--- config.mk ---
export PLATFORM = sky130hd
export DESIGN_NAME = halton_seq_gen
export DESIGN_NICKNAME = d
export VERILOG_FILES = /design/src/rtl/halton_seq_gen.sv
export SDC_FILE = /design/constraint.sdc
export NUM_CORES = 1
export LEC_CHECK = 0
export ABC_AREA = 1
export BUFFER_PORTS_ARGS = -buffer_cell sky130_fd_sc_hd__buf_2
export CAP_MARGIN = 15
export CORE_ASPECT_RATIO = 0.5
export CORE_MARGIN = 10
export CORE_UTILIZATION = 50
export CTS_CLUSTER_SIZE = 10
export DETAILED_ROUTE_END_ITERATION = 10
export GPL_TIMING_DRIVEN = 0
export PLACE_DENSITY_LB_ADDON = 0.05
export SYNTH_ARGS = -nofsm -noshare
export SYNTH_HDL_FRONTEND = slang
export SYNTH_SLANG_ARGS = --single-unit
--- constraint.sdc ---
create_clock -name clk -period 19.65 [get_ports clk]
set_input_delay 0.9825 -clock clk [delete_from_list [all_inputs] [get_ports clk]]
set_output_delay 0.9825 -clock clk [all_outputs]
set_load 0.1 [all_outputs]
--- src/rtl/halton_seq_gen.sv ---
// Parametrised Halton (radical-inverse) sequence generator.
// A base-BASE digit counter is digit-reversed and scaled to an OUTWIDTH-bit
// sample, giving one low-discrepancy sample per enabled cycle.
module halton_seq_gen #(
  parameter int unsigned BASE     = 5,
  parameter int unsigned DIGITS   = 4,
  parameter int unsigned OUTWIDTH = 8
) (
  input  logic                              clk,
  input  logic                              rst,
  input  logic                              en,
  input  logic                              clr,
  input  logic                              ld,
  input  logic [DIGITS*$clog2(BASE)-1:0]    seed,
  output logic [OUTWIDTH-1:0]               out,
  output logic                              valid,
  output logic                              wrap
);

  localparam int unsigned DW  = $clog2(BASE);
  localparam int unsigned P   = BASE ** DIGITS;
  localparam int unsigned PW  = $clog2(P);
  localparam int unsigned PRW = PW + OUTWIDTH;
  localparam logic [DW-1:0] DMAX = DW'(BASE - 1);

  logic [DIGITS-1:0][DW-1:0] cnt;
  logic [DIGITS-1:0][DW-1:0] cnt_inc;
  logic [DIGITS-1:0][DW-1:0] seed_clamped;
  logic                      at_last;
  logic [PW-1:0]             rev;
  logic [PRW-1:0]            prod;
  logic [OUTWIDTH-1:0]       sample;

  // Ripple base-BASE increment; wraps from P-1 to 0 naturally
  always_comb begin
    logic carry;
    carry   = 1'b1;
    cnt_inc = cnt;
    for (int i = 0; i < int'(DIGITS); i++) begin
      if (carry) begin
        if (cnt[i] == DMAX) begin
          cnt_inc[i] = '0;
        end else begin
          cnt_inc[i] = cnt[i] + DW'(1);
          carry      = 1'b0;
        end
      end
    end
  end

  // Index P-1 is the state with every digit at BASE-1
  always_comb begin
    at_last = 1'b1;
    for (int i = 0; i < int'(DIGITS); i++) begin
      if (cnt[i] != DMAX) at_last = 1'b0;
    end
  end

  // Digit reversal by Horner evaluation, LSD of cnt becomes MSD of rev
  always_comb begin
    rev = '0;
    for (int i = 0; i < int'(DIGITS); i++) begin
      rev = PW'(rev * PW'(BASE)) + PW'(cnt[i]);
    end
  end

  // Scale rev/P onto the output range; rev < P keeps the quotient in range
  always_comb begin
    prod   = PRW'(rev) << OUTWIDTH;
    sample = OUTWIDTH'(prod / PRW'(P));
  end

  // Out-of-range seed digits saturate to the largest legal digit
  always_comb begin
    seed_clamped = '0;
    for (int i = 0; i < int'(DIGITS); i++) begin
      if (32'(seed[i*DW +: DW]) >= BASE) seed_clamped[i] = DMAX;
      else                               seed_clamped[i] = seed[i*DW +: DW];
    end
  end

  // Index counter with clr > ld > en priority
  always_ff @(posedge clk or negedge rst) begin
    if (!rst) begin
      cnt <= '0;
    end else if (clr) begin
      cnt <= '0;
    end else if (ld) begin
      cnt <= seed_clamped;
    end else if (en) begin
      cnt <= cnt_inc;
    end
  end

  // Registered sample and flags; a load keeps the last sample but marks it stale
  always_ff @(posedge clk or negedge rst) begin
    if (!rst) begin
      out   <= '0;
      valid <= 1'b0;
      wrap  <= 1'b0;
    end else if (clr) begin
      out   <= '0;
      valid <= 1'b0;
      wrap  <= 1'b0;
    end else if (ld) begin
      valid <= 1'b0;
      wrap  <= 1'b0;
    end else if (en) begin
      out   <= sample;
      valid <= 1'b1;
      wrap  <= at_last;
    end
  end

endmodule
==> impl_metrics.toml <==
[run_status]
outcome = "finished clean"

[place]
hpwl_mm = 11.09
routabilityCongestion = 0.8471
pre_cts_slack_ps = 7576
port_buffers = 26

[clocking]
clock_latency_ps = 260
clock_path_buffers = 2
post-cts-setup-buffer-count = 0
clock_sinks = 22
htree_levels = 1
hold_buffers = 0
cts_root_buf = "clkbuf_16"
cts_tree = "yes"
cts_resized = 0
clkTransAtPathRegs_ps = 60
cts_buffers = 3

[critical_path]
cp-start-kind = "flop"
cp.arrival_ps = 12310
crit_path_end_kind = "flop"
cpMaxStageDelayCell = "fa_1"
cp.required_ps = 19800
cpMostUsedCell = "nand2_1"
critPathKind = "flop to flop"
worstPathMaxFanout = 10
max_stage_delay_ps = 460

[job]
drv_cap = 0

[yosys]
avgSynthCellArea_um2 = 6.085
synthTopCellsByArea = "nand2_1 18%, ha_1 13%, dfrtp_1 9.9%, nand3_1 9.2%, inv_1 6.7%"
seq_area_frac_synth_pct = 9.899
ys_ff_latch = 22
syn_inst = 914
synth_area_um2 = 5562
synth_top_area_share_pct = 18.43
ys_warn_count = 0
synth_cell_types = 50
yosys.area.top_type = "nand2_1"
syn-num-nets = 991

[floorplan]
core_um2 = 10910
die_area_um2 = 16000
die_h_um = 94.58
initial_utilization_pct = 50.97
num_rows = 27
die_w_um = 169.2
pin_count = 27

[grt]
grt_pass1_vias = 5025
antenna_found_initial = 0
grt-ovfl-total = 0
grt_first_pass_wirelength_mm = 22.53
grt_max_degree = 23
track_usage_pct = 15.84

[drt]
drt_wl_total_mm = 12.91
ant_nets = 0
vias = 5574
dr.pass1.iters = 5
drc_errors = 0
drtIter0Drc = 275
post_drt_via_cell_ratio = 5.118
wire_per_inst_um = 11.85

[layout]
area_delta_synth_final_pct = 7.491
layout_commonest_cell = "nand2_1"
layout_common_cells = "273 x nand2_1, 102 x nand3_1, 100 x inv_1, 89 x nor2_1, 57 x ha_1"
final_nets = 1022
num_antenna_cells = 0
drive_gt1_share_pct = 15.36

[sta]
worst_slack_ps = 7484
setup_viol = 0
period_share_pct = 61.91
finalCriticalPeriod_ps = 12170
hold_violations = 0
rsz0062_at_grt = "false"
worstMarginPinSlew_ps = 685.1
fin_tns_setup_ps = 0
slew_headroom_pct = 54.16
fmax_ghz = 0.08220
finClkSkew_ps = 4.149
finalMaxSlewViolations = 0

[hold_path]
min_path_type = "flop to flop"
final timing paths:
path	start	endpoint	slack (ps)	cells past startpoint
max in group asynchronous	rst	cnt[11]	18620	1
worst min-delay path	out[0]	out[0]	480	2
min in group asynchronous	rst	cnt[4]	690	1
worst min register to register	out[0]	out[0]	480	2
worst max-delay path	cnt[2]	out[0]	7480	78
worst max register to register	cnt[2]	out[0]	7480	78
worst max-delay path, delay by kind of cell (launching register included):
kind                       cells  cell delay, ps
buffers and inverters         10            1150
xor gates and xnor gates       3             650
AOI/OAI and AO/OA              6             840
DFF                            1             450
adders and majority gates     10            3290
and+or+nand+nor               49            5670
routing by layer:
metal	track usage, %	vias to the layer above	wire length, µm
met2	28.82	68	6117
met3	0.7048	2	237
li1	-	3037	-
met4	1.143	0	22
met1	21.26	2467	6533
met5	0	-	0
cell type report:
class	instances	area (µm²)
flip-flops and latches	22	550.5
fillers	1133	4933
repair buffers	26	130.1
inverters	120	450.4
multi-input cells	765	4488
clock buffers	3	75.07
plain buffers	7	72.57
well taps	145	181.4
clock inverters	1	30.03
registers in the layout, indices dropped and copies added (netlist names):
register,count
cnt,12
valid,1
wrap,1
out,8
cells by family after synthesis:
group,after synthesis,synth area share [%]
AO/OA/AOI/OAI,73,7.964
XOR/XNOR,42,6.749
adder cells (fa/ha/maj),60,13.90
buffers and inverters,127,9.404
flip-flops,22,9.899
AND/OR/NAND/NOR,590,52.08
per-stage QoR:
step                util, %  hold WS, ps  cells  cell area, µm²
detailed placement    53.82        464.3   1085            5873
global placement      53.82        458.0   1085            5873
floorplan                 -        529.3    914            5562
CTS                   54.79        478.0   1089            5978
global route          54.79        517.9   1089            5978
finish                54.79        481.7   1089            5978
cells in the mapped netlist, drive strengths merged:
master	instances
nand2	321
inv	118
nand3	111
nor2	111
ha	57
nand4	28
o21ai	28
xor2	28
a21oi	27
dfrtp	22
xnor2	14
nor3	11
buf	7
a31oi	4
nand3b	4
fa	3
a21boi	2
and2	2
clkinv	2
o21bai	2
o31ai	2
or2	2
a22o	1
a22oi	1
a32oi	1
o211a	1
o211ai	1
o21a	1
o311ai	1
o32ai	1
Power is not shown: default switching activity piles up to over one toggle a cycle in this logic, so the estimate is an artifact.
